**config.mk**
```make
export PLATFORM = sky130hd
export DESIGN_NAME = stopwatch_lap_ctrl
export DESIGN_NICKNAME = d
export VERILOG_FILES = /design/src/rtl/stopwatch_lap_ctrl_pkg.sv /design/src/rtl/stopwatch_lap_ctrl_display_mux.sv /design/src/rtl/stopwatch_lap_ctrl.sv
export SDC_FILE = /design/constraint.sdc
export NUM_CORES = 1
export LEC_CHECK = 0
export BUFFER_PORTS_ARGS = -buffer_cell sky130_fd_sc_hd__buf_2
export CAP_MARGIN = 20
export CELL_PAD_IN_SITES_DETAIL_PLACEMENT = 2
export CELL_PAD_IN_SITES_GLOBAL_PLACEMENT = 2
export CORE_ASPECT_RATIO = 2
export CORE_MARGIN = 5
export CORE_UTILIZATION = 18
export CTS_CLUSTER_SIZE = 25
export DETAILED_ROUTE_END_ITERATION = 8
export PLACE_DENSITY = 0.88
export SYNTH_ARGS = -nofsm -noshare
export SYNTH_HDL_FRONTEND = slang
export SYNTH_SLANG_ARGS = --single-unit
```
**constraint.sdc**
```tcl
create_clock -name clk -period 5.4 [get_ports clk]
set_input_delay 0.81 -clock clk [delete_from_list [all_inputs] [get_ports clk]]
set_output_delay 0.81 -clock clk [all_outputs]
set_load 0.05 [all_outputs]
```
**src/rtl/stopwatch_lap_ctrl_pkg.sv**
```systemverilog
// Shared definitions for the stopwatch lap controller: FSM state encoding.
package stopwatch_lap_ctrl_pkg;

  typedef enum logic [2:0] {
    ST_IDLE = 3'd0,
    ST_RUN  = 3'd1,
    ST_LAP  = 3'd2,
    ST_STOP = 3'd3,
    ST_SAVE = 3'd4,
    ST_SHOW = 3'd5
  } state_t;

endpackage

```
**src/rtl/stopwatch_lap_ctrl_display_mux.sv**
```systemverilog
// Selects live or recalled time for the display.
module display_mux #(
  parameter int TIME_W = 32
) (
  input  logic              sel,
  input  logic [TIME_W-1:0] live,
  input  logic [TIME_W-1:0] recall,
  output logic [TIME_W-1:0] out_time
);

  assign out_time = sel ? recall : live;

endmodule

```
**src/rtl/stopwatch_lap_ctrl.sv**
```systemverilog
// Stopwatch controller: run/stop FSM, circular lap memory pointers and
// newest-to-oldest browsing of stored laps.
module stopwatch_lap_ctrl
  import stopwatch_lap_ctrl_pkg::*;
#(
  parameter int N_SLOTS = 4,
  parameter int ADDR_W  = $clog2(N_SLOTS),
  parameter int TIME_W  = 32
) (
  input  logic              clk,
  input  logic              reset,
  input  logic              en,
  input  logic              store,
  input  logic              load,
  input  logic              clear,
  input  logic [TIME_W-1:0] live_time,
  input  logic [TIME_W-1:0] recall_time,
  output logic              count_en,
  output logic              clear_time,
  output logic              write,
  output logic [ADDR_W-1:0] wr_addr,
  output logic [ADDR_W-1:0] rd_addr,
  output logic              select,
  output logic [TIME_W-1:0] disp_time,
  output logic [ADDR_W:0]   lap_count,
  output logic              full
);

  localparam int AW1 = ADDR_W + 1;
  localparam logic [ADDR_W:0]   N_W  = AW1'(N_SLOTS);
  localparam logic [ADDR_W-1:0] LAST = ADDR_W'(N_SLOTS - 1);

  state_t            state;
  logic [ADDR_W-1:0] wr_ptr;
  logic [ADDR_W-1:0] k;
  logic [ADDR_W:0]   lap_cnt;
  logic              store_q, load_q, clear_q;
  logic              clear_pulse;

  logic              store_r, load_r, clear_r;
  logic [ADDR_W-1:0] wr_ptr_nx;
  logic [ADDR_W:0]   lap_nx;
  logic [ADDR_W-1:0] k_step;
  logic [ADDR_W-1:0] k_eff;
  logic [ADDR_W:0]   rd_sum;
  logic [ADDR_W:0]   rd_mod;

  assign store_r = store & ~store_q;
  assign load_r  = load  & ~load_q;
  assign clear_r = clear & ~clear_q;

  assign wr_ptr_nx = (wr_ptr == LAST) ? '0 : wr_ptr + ADDR_W'(1);
  assign lap_nx    = (lap_cnt == N_W) ? lap_cnt : lap_cnt + AW1'(1);
  assign k_step    = (({1'b0, k} + AW1'(1)) == lap_cnt) ? '0 : k + ADDR_W'(1);

  // (wr_ptr - 1 - k) mod N: the sum stays within 0..2N-2, so one
  // conditional subtract folds it back for any N_SLOTS.
  assign k_eff = (state == ST_SHOW) ? k : '0;
  always_comb begin
    rd_sum = {1'b0, wr_ptr} + N_W - AW1'(1) - {1'b0, k_eff};
    rd_mod = rd_sum;
    if (rd_sum >= N_W) begin
      rd_mod = rd_sum - N_W;
    end
  end
  assign rd_addr = (lap_cnt == '0) ? '0 : rd_mod[ADDR_W-1:0];

  always_ff @(posedge clk or negedge reset) begin
    if (!reset) begin
      state       <= ST_IDLE;
      wr_ptr      <= '0;
      k           <= '0;
      lap_cnt     <= '0;
      store_q     <= 1'b0;
      load_q      <= 1'b0;
      clear_q     <= 1'b0;
      clear_pulse <= 1'b0;
    end else begin
      store_q     <= store;
      load_q      <= load;
      clear_q     <= clear;
      clear_pulse <= 1'b0;
      case (state)
        ST_IDLE: begin
          if (en) state <= ST_RUN;
        end
        ST_RUN: begin
          if (!en)          state <= ST_STOP;
          else if (store_r) state <= ST_LAP;
        end
        ST_LAP: begin
          state   <= en ? ST_RUN : ST_STOP;
          wr_ptr  <= wr_ptr_nx;
          lap_cnt <= lap_nx;
        end
        ST_STOP: begin
          if (en) begin
            state <= ST_RUN;
          end else if (clear_r) begin
            state       <= ST_IDLE;
            clear_pulse <= 1'b1;
            lap_cnt     <= '0;
            wr_ptr      <= '0;
            k           <= '0;
          end else if (store_r && !load_r) begin
            state <= ST_SAVE;
          end else if (load_r && !store_r && (lap_cnt != '0)) begin
            state <= ST_SHOW;
            k     <= '0;
          end
        end
        ST_SAVE: begin
          state   <= ST_STOP;
          wr_ptr  <= wr_ptr_nx;
          lap_cnt <= lap_nx;
        end
        ST_SHOW: begin
          if (en) begin
            state <= ST_RUN;
          end else if (clear_r) begin
            state       <= ST_IDLE;
            clear_pulse <= 1'b1;
            lap_cnt     <= '0;
            wr_ptr      <= '0;
            k           <= '0;
          end else if (load_r) begin
            k <= k_step;
          end
        end
        default: state <= ST_IDLE;
      endcase
    end
  end

  // Moore decode straight from the state register, so an async reset
  // kills the write strobe immediately.
  assign count_en   = (state == ST_RUN) || (state == ST_LAP);
  assign write      = (state == ST_LAP) || (state == ST_SAVE);
  assign select     = (state == ST_SHOW);
  assign wr_addr    = wr_ptr;
  assign clear_time = clear_pulse;
  assign lap_count  = lap_cnt;
  assign full       = (lap_cnt == N_W);

  display_mux #(.TIME_W(TIME_W)) u_display_mux (
    .sel      (select),
    .live     (live_time),
    .recall   (recall_time),
    .out_time (disp_time)
  );

endmodule
```
# After elaboration in Yosys (flattened, before gate mapping)
# Index checks and enable logic that the tools add are counted.
[totals]
inputBits = 70
elab_cells = 95
ff_bits = 14
output_inout_bits = 44
[classes]
n_bitwise = 6
addsub = 8
mux = 34
n_lt_le_gt_ge = 1
n_eq_ne = 20
n_reduce_logical = 18
[op_table]
columns = ["op", "count"]
rows = [
  ["3-bit two-way mux", 11],
  ["32-bit two-way mux", 1],
  ["2-bit two-way mux", 15],
  ["3-bit one-hot mux with 6 select lines", 1],
  ["3-bit inequality test, second input constant", 5],
  ["2-bit inequality test, second input constant", 5],
  ["3-bit equality test, second input constant", 3],
  ["2-bit one-hot mux with 2 select lines", 2],
  ["4-bit AND reduction", 2],
  ["3-bit by 2-bit equality test with 1-bit output, second input constant", 2],
  ["3-bit logical NOT", 2],
  ["3-bit one-hot mux with 2 select lines", 1],
  ["6-bit AND reduction", 1],
  ["5-bit inequality test, second input constant", 1],
  ["2-bit by 1-bit adder with 2-bit output, second input constant", 2],
  ["2-bit nonzero test", 2],
  ["2-bit OR reduction", 2],
  ["2-bit by 1-bit adder with 3-bit output, second input constant", 1],
  ["2-bit by 3-bit adder with 3-bit output, second input constant", 1],
  ["3-bit by 1-bit adder with 3-bit output, second input constant", 1],
  ["1-bit bitwise AND", 3],
  ["3-bit by 1-bit equality test with 1-bit output, second input constant", 1],
  ["3-bit equality test", 1],
  ["3-bit >= comparator, second input constant", 1],
  ["12 further kinds", 20],
]

# Logic depth before layout (Yosys ltp)
[depth]
word_depth = 10
mapped_depth = 11

# Modules after synthesis
# Synthesis repeated with hierarchy kept, for this count alone.
[hier_totals]
hier_cells = 132
hier_area_um2 = 1519.0
[by_module_without_submodules]
columns = ["module", "instances", "seq_area_each_um2", "cells_each", "area_per_inst_um2"]
rows = [
  ["stopwatch_lap_ctrl", 1, 350.3, 96, 974.7],
  ["display_mux", 1, 0.0, 36, 544.3],
]

# Worst setup path after synthesis
# OpenSTA, ideal clock, no wires.
[synth_path]
path_type = "register to output"
from = "register state[1]"
to = "output rd_addr[1]"
slack_ps = 2289
required_time_ps = 4590
stages_incl_launch_ff = 11
path_buffers = 3
arrival_time_ps = 2301
cell_sequence = "dfrtp_1 -> buf_2 -> or2_0 -> buf_6 -> inv_2 -> buf_2 -> nand2_1 -> ha_1 -> xor2_1 -> and3_1 -> o21a_1"
[synth_between]
elab_chain_len = 6
[synth_lines]
columns = ["item", "line_no", "source"]
rows = [
  ["from (decl)", "stopwatch_lap_ctrl.sv:33", "state_t state;"],
  ["from (signal assigned)", "stopwatch_lap_ctrl.sv:92", "state <= en ? ST_RUN : ST_STOP;"],
  ["3-bit equality test (*)", "--", ""],
  ["named net select", "stopwatch_lap_ctrl.sv:23", "output logic select,"],
  ["2-bit two-way mux (*)", "stopwatch_lap_ctrl.sv:58", "assign k_eff = (state == ST_SHOW) ? k : '0;"],
  ["3-bit by 2-bit subtractor with 3-bit output (*)", "stopwatch_lap_ctrl.sv:60", "rd_sum = {1'b0, wr_ptr} + N_W - AW1'(1) - {1'b0, k_eff};"],
  ["3-bit >= comparator / 2-bit by 1-bit subtractor with 2-bit output (equally long branches)", "stopwatch_lap_ctrl.sv:62, stopwatch_lap_ctrl.sv:63", ""],
  ["2-bit two-way mux (*)", "stopwatch_lap_ctrl.sv:62", "if (rd_sum >= N_W) begin"],
  ["2-bit two-way mux (*)", "stopwatch_lap_ctrl.sv:66", "assign rd_addr = (lap_cnt == '0) ? '0 : rd_mod[ADDR_W-1:0];"],
  ["to (decl)", "stopwatch_lap_ctrl.sv:22", "output logic [ADDR_W-1:0] rd_addr,"],
]
# The timed path passes the listed nets; every way through them passes the cells marked *.

# Final worst setup path
[layout_path]
from = "register state[0]"
to = "output rd_addr[1]"
[layout_between]
elab_chain_len = 6
[layout_lines]
columns = ["item", "line_no"]
rows = [
  ["3-bit equality test (*)", "stopwatch_lap_ctrl.sv:58"],
  ["2-bit two-way mux (*)", "stopwatch_lap_ctrl.sv:58"],
  ["3-bit by 2-bit subtractor with 3-bit output (*)", "stopwatch_lap_ctrl.sv:60"],
  ["3-bit >= comparator / 2-bit by 1-bit subtractor with 2-bit output (equally long branches)", "stopwatch_lap_ctrl.sv:62, stopwatch_lap_ctrl.sv:63"],
  ["2-bit two-way mux (*)", "stopwatch_lap_ctrl.sv:62"],
  ["2-bit two-way mux (*)", "stopwatch_lap_ctrl.sv:66"],
]
# Mark *: on every way between the ends. The rest lies on a longest branch, timed or not.

==> flow_metrics.py <==
metrics = {
    "routing": {
        "drtPass1Iterations": 2,
        "drt_iter0_markers": 34,
        "wl_per_cell_um": 15.6,
        "wl_met1_mm": 2.06,
        "routed.top_layer": "met4",
        "vias": 1732,
        "ant_nets": 0,
        "drc": 0,
        "met3WireLength_um": 246,
        "via_per_inst": 4.34,
        "met2_length_mm": 3.78,
        "wirelength_mm": 6.24,
    },
    "pwr": {
        "p_total_w": 0.00106,
        "ir_drop_mv": 0.227,
        "powerDensity_mw_per_mm2": 525,
        "p_leak_nw": 1.19,
    },
    "clock_network": {
        "cts_setup_buffers": 0,
        "cts_tree": "yes",
        "clkLatencyLatePin_ns": 0.25,
        "clk_pin_slew_ns": 0.05,
        "htree_levels": 1,
        "cts_buffers": 3,
        "cts_hold_buf": 0,
        "cts_root_buffer": "clkbuf_16",
        "cts.repair.resized": 0,
        "clock-sinks": 14,
        "clockBufferDepth": 2,
    },
    "global_route": {
        "grt_use_total": 0.132,
        "overflow": 0,
        "grt_pass1_wl_mm": 9.65,
        "grt_antenna_before_repair": 0,
        "grt_pass1_vias": 1968,
        "grt_max_degree": 38,
    },
    "logic_synthesis": {
        "yosysTopAreaCell": "nand2_1",
        "ys_types": 37,
        "ys_seq_area_frac": 0.271,
        "syn_inst": 201,
        "synth_flop_cell": "dfrtp_1",
        "syn_area_sq_mm": 0.00129,
        "synth_top_area_share": 0.310,
        "synth_enable_flop_cells": 0,
        "syn_nets": 276,
        "synthArstFlopShare": 1.00,
        "synth_area_leaders": "nand2_1, dfrtp_1, ha_1",
        "yosys_warnings": 0,
        "synth_area_per_cell_sq_um": 6.44,
        "ys_ff_latch": 14,
    },
    "floorplanning": {
        "core_sq_mm": 0.00699,
        "start_util": 0.185,
        "num_io_pins": 114,
        "die-area_sq_mm": 0.00909,
        "die_w_um": 70.0,
        "fp.dieH_um": 130,
        "num_rows": 43,
    },
    "cells_and_area": {
        "fin_nets": 385,
        "fill_cells": 881,
        "fin_util": 0.288,
        "multi_input_area_sq_um": 875,
        "register_area_sq_um": 350,
        "drive_gt1_frac": 0.395,
        "syn2layout_area_growth_pct": 55.6,
        "antenna_cells": 0,
    },
    "outcome": {
        "status": "completed",
    },
    "worst_hold_path": {
        "worstHoldPathType": "in -> async",
    },
    "timing": {
        "tightest_slew_ns": 0.591,
        "final-max-slew-violation-count": 0,
        "fin_ws_ns": 1.96,
        "period_share": 0.638,
        "hold_viol": 0,
        "fmax_mhz": 290,
        "finalSetupViolations": 0,
        "tns_ns": 0,
        "post-route-min-period_ns": 3.44,
        "clock_skew_ns": 0.00118,
        "rsz0062_at_grt": "false",
        "relSlewSlack": 0.605,
    },
    "worst_setup_path": {
        "reg2reg_depth": 6,
        "required_ns": 4.59,
        "arrival_ns": 2.63,
        "end_kind": "output pin",
        "start_kind": "flop",
        "timing.critical_path.fanout_max": 37,
        "worstSetupPathType": "reg -> out",
    },
    "place": {
        "dp_hpwl_mm": 5.30,
        "port_buffers": 113,
        "place.gp.congestion": 0.784,
        "post-place-ws_ns": 2.15,
    },
    "job": {
        "maxCapViolCount": 0,
    },
}
cell usage after synthesis (3+ instances only):
| cell | number |
|---|---|
| nand2_1 | 107 |
| dfrtp_1 | 14 |
| nor2_1 | 7 |
| a21oi_1 | 6 |
| buf_2 | 5 |
| ha_1 | 5 |
| nand2b_1 | 5 |
| o21ai_0 | 5 |
| and2_1 | 4 |
| xor2_1 | 4 |
| clkbuf_1 | 3 |
| inv_1 | 3 |
| nor3b_1 | 3 |
worst max-delay path, cell delays in order, from the launching register on:
cell and delay [ns]:
dfrtp_1 0.53, nand2_1 0.09, or2_1 0.24, inv_2 0.45, nand2_1 0.12, ha_1 0.21
xor2_1 0.17, and3_1 0.18, o21a_1 0.12, buf_2 0.26
cells by family (layout without fill, tap and decap cells):
logic type / after synthesis / after routing / synth area share
AOI/OAI and AO/OA: 20 / 20 / 0.0986
xor gates and xnor gates: 6 / 6 / 0.0406
adders and majority gates: 5 / 5 / 0.0483
buffers and inverters: 14 / 122 / 0.0541
DFF: 14 / 14 / 0.271
muxes: 5 / 5 / 0.0415
and+or+nand+nor: 137 / 137 / 0.446
metal layers:
| layer | vias to the layer above | global-route usage |
|---|---|---|
| met5 | - | 0 |
| met4 | 0 | 0.0497 |
| met3 | 10 | 0.0131 |
| met2 | 52 | 0.276 |
| met1 | 816 | 0.129 |
| li1 | 854 | - |
worst paths after layout:
check                                startpoint                        to  slack [ns]
hold reg to reg                k[1]$_DFFE_PN0P_          k[1]$_DFFE_PN0P_        0.58
setup reg to reg           state[0]$_DFFE_PN0P_          k[0]$_DFFE_PN0P_        3.44
max in group asynchronous                 reset          load_q$_DFF_PN0_        4.68
hold / removal                            reset  lap_count[2]$_DFFE_PN0P_        0.46
min in group clk               k[1]$_DFFE_PN0P_          k[1]$_DFFE_PN0P_        0.58
setup / recovery           state[0]$_DFFE_PN0P_                rd_addr[1]        1.96
sequential cells by signal, summed over array words and instances, names as in the netlist:
register and flops:
store_q 1, load_q 1, k 2, clear_q 1
lap_count 3, state 3, wr_addr 2, clear_time 1
cells in the final DEF (no fill, tap or decap), types with 4 or more instances in the layout:
cell type,count
buf_2,113
nand2_1,107
dfrtp_1,14
nor2_1,7
a21oi_1,6
nand2b_1,5
o21ai_0,5
ha_1,5
and2_1,4
xor2_1,4
per-stage QoR:
step / instances / hold slack (ns) / instance area (sq um)
finish: 399 / 0.461 / 2010
global route: 399 / 0.488 / 2010
CTS: 399 / 0.472 / 2010
detailed placement: 395 / 0.573 / 1930
global placement: 395 / 0.555 / 1930
floorplan: 201 / 0.499 / 1290
report_power, final:
part	switching, W	internal, W
combinational	0.000510	0.000196
sequential	0.0000548	0.000135
clock	0.0000485	0.000113
cell type report:
| class | count | area share |
|---|---|---|
| repair buffers | 114 | 0.284 |
| multi-input cells | 173 | 0.434 |
| flip-flops and latches | 14 | 0.174 |
| well taps | 90 | 0.0559 |
| inverters | 4 | 0.00745 |
| clock buffers | 4 | 0.0441 |
Power figures use the tool's default switching activity.
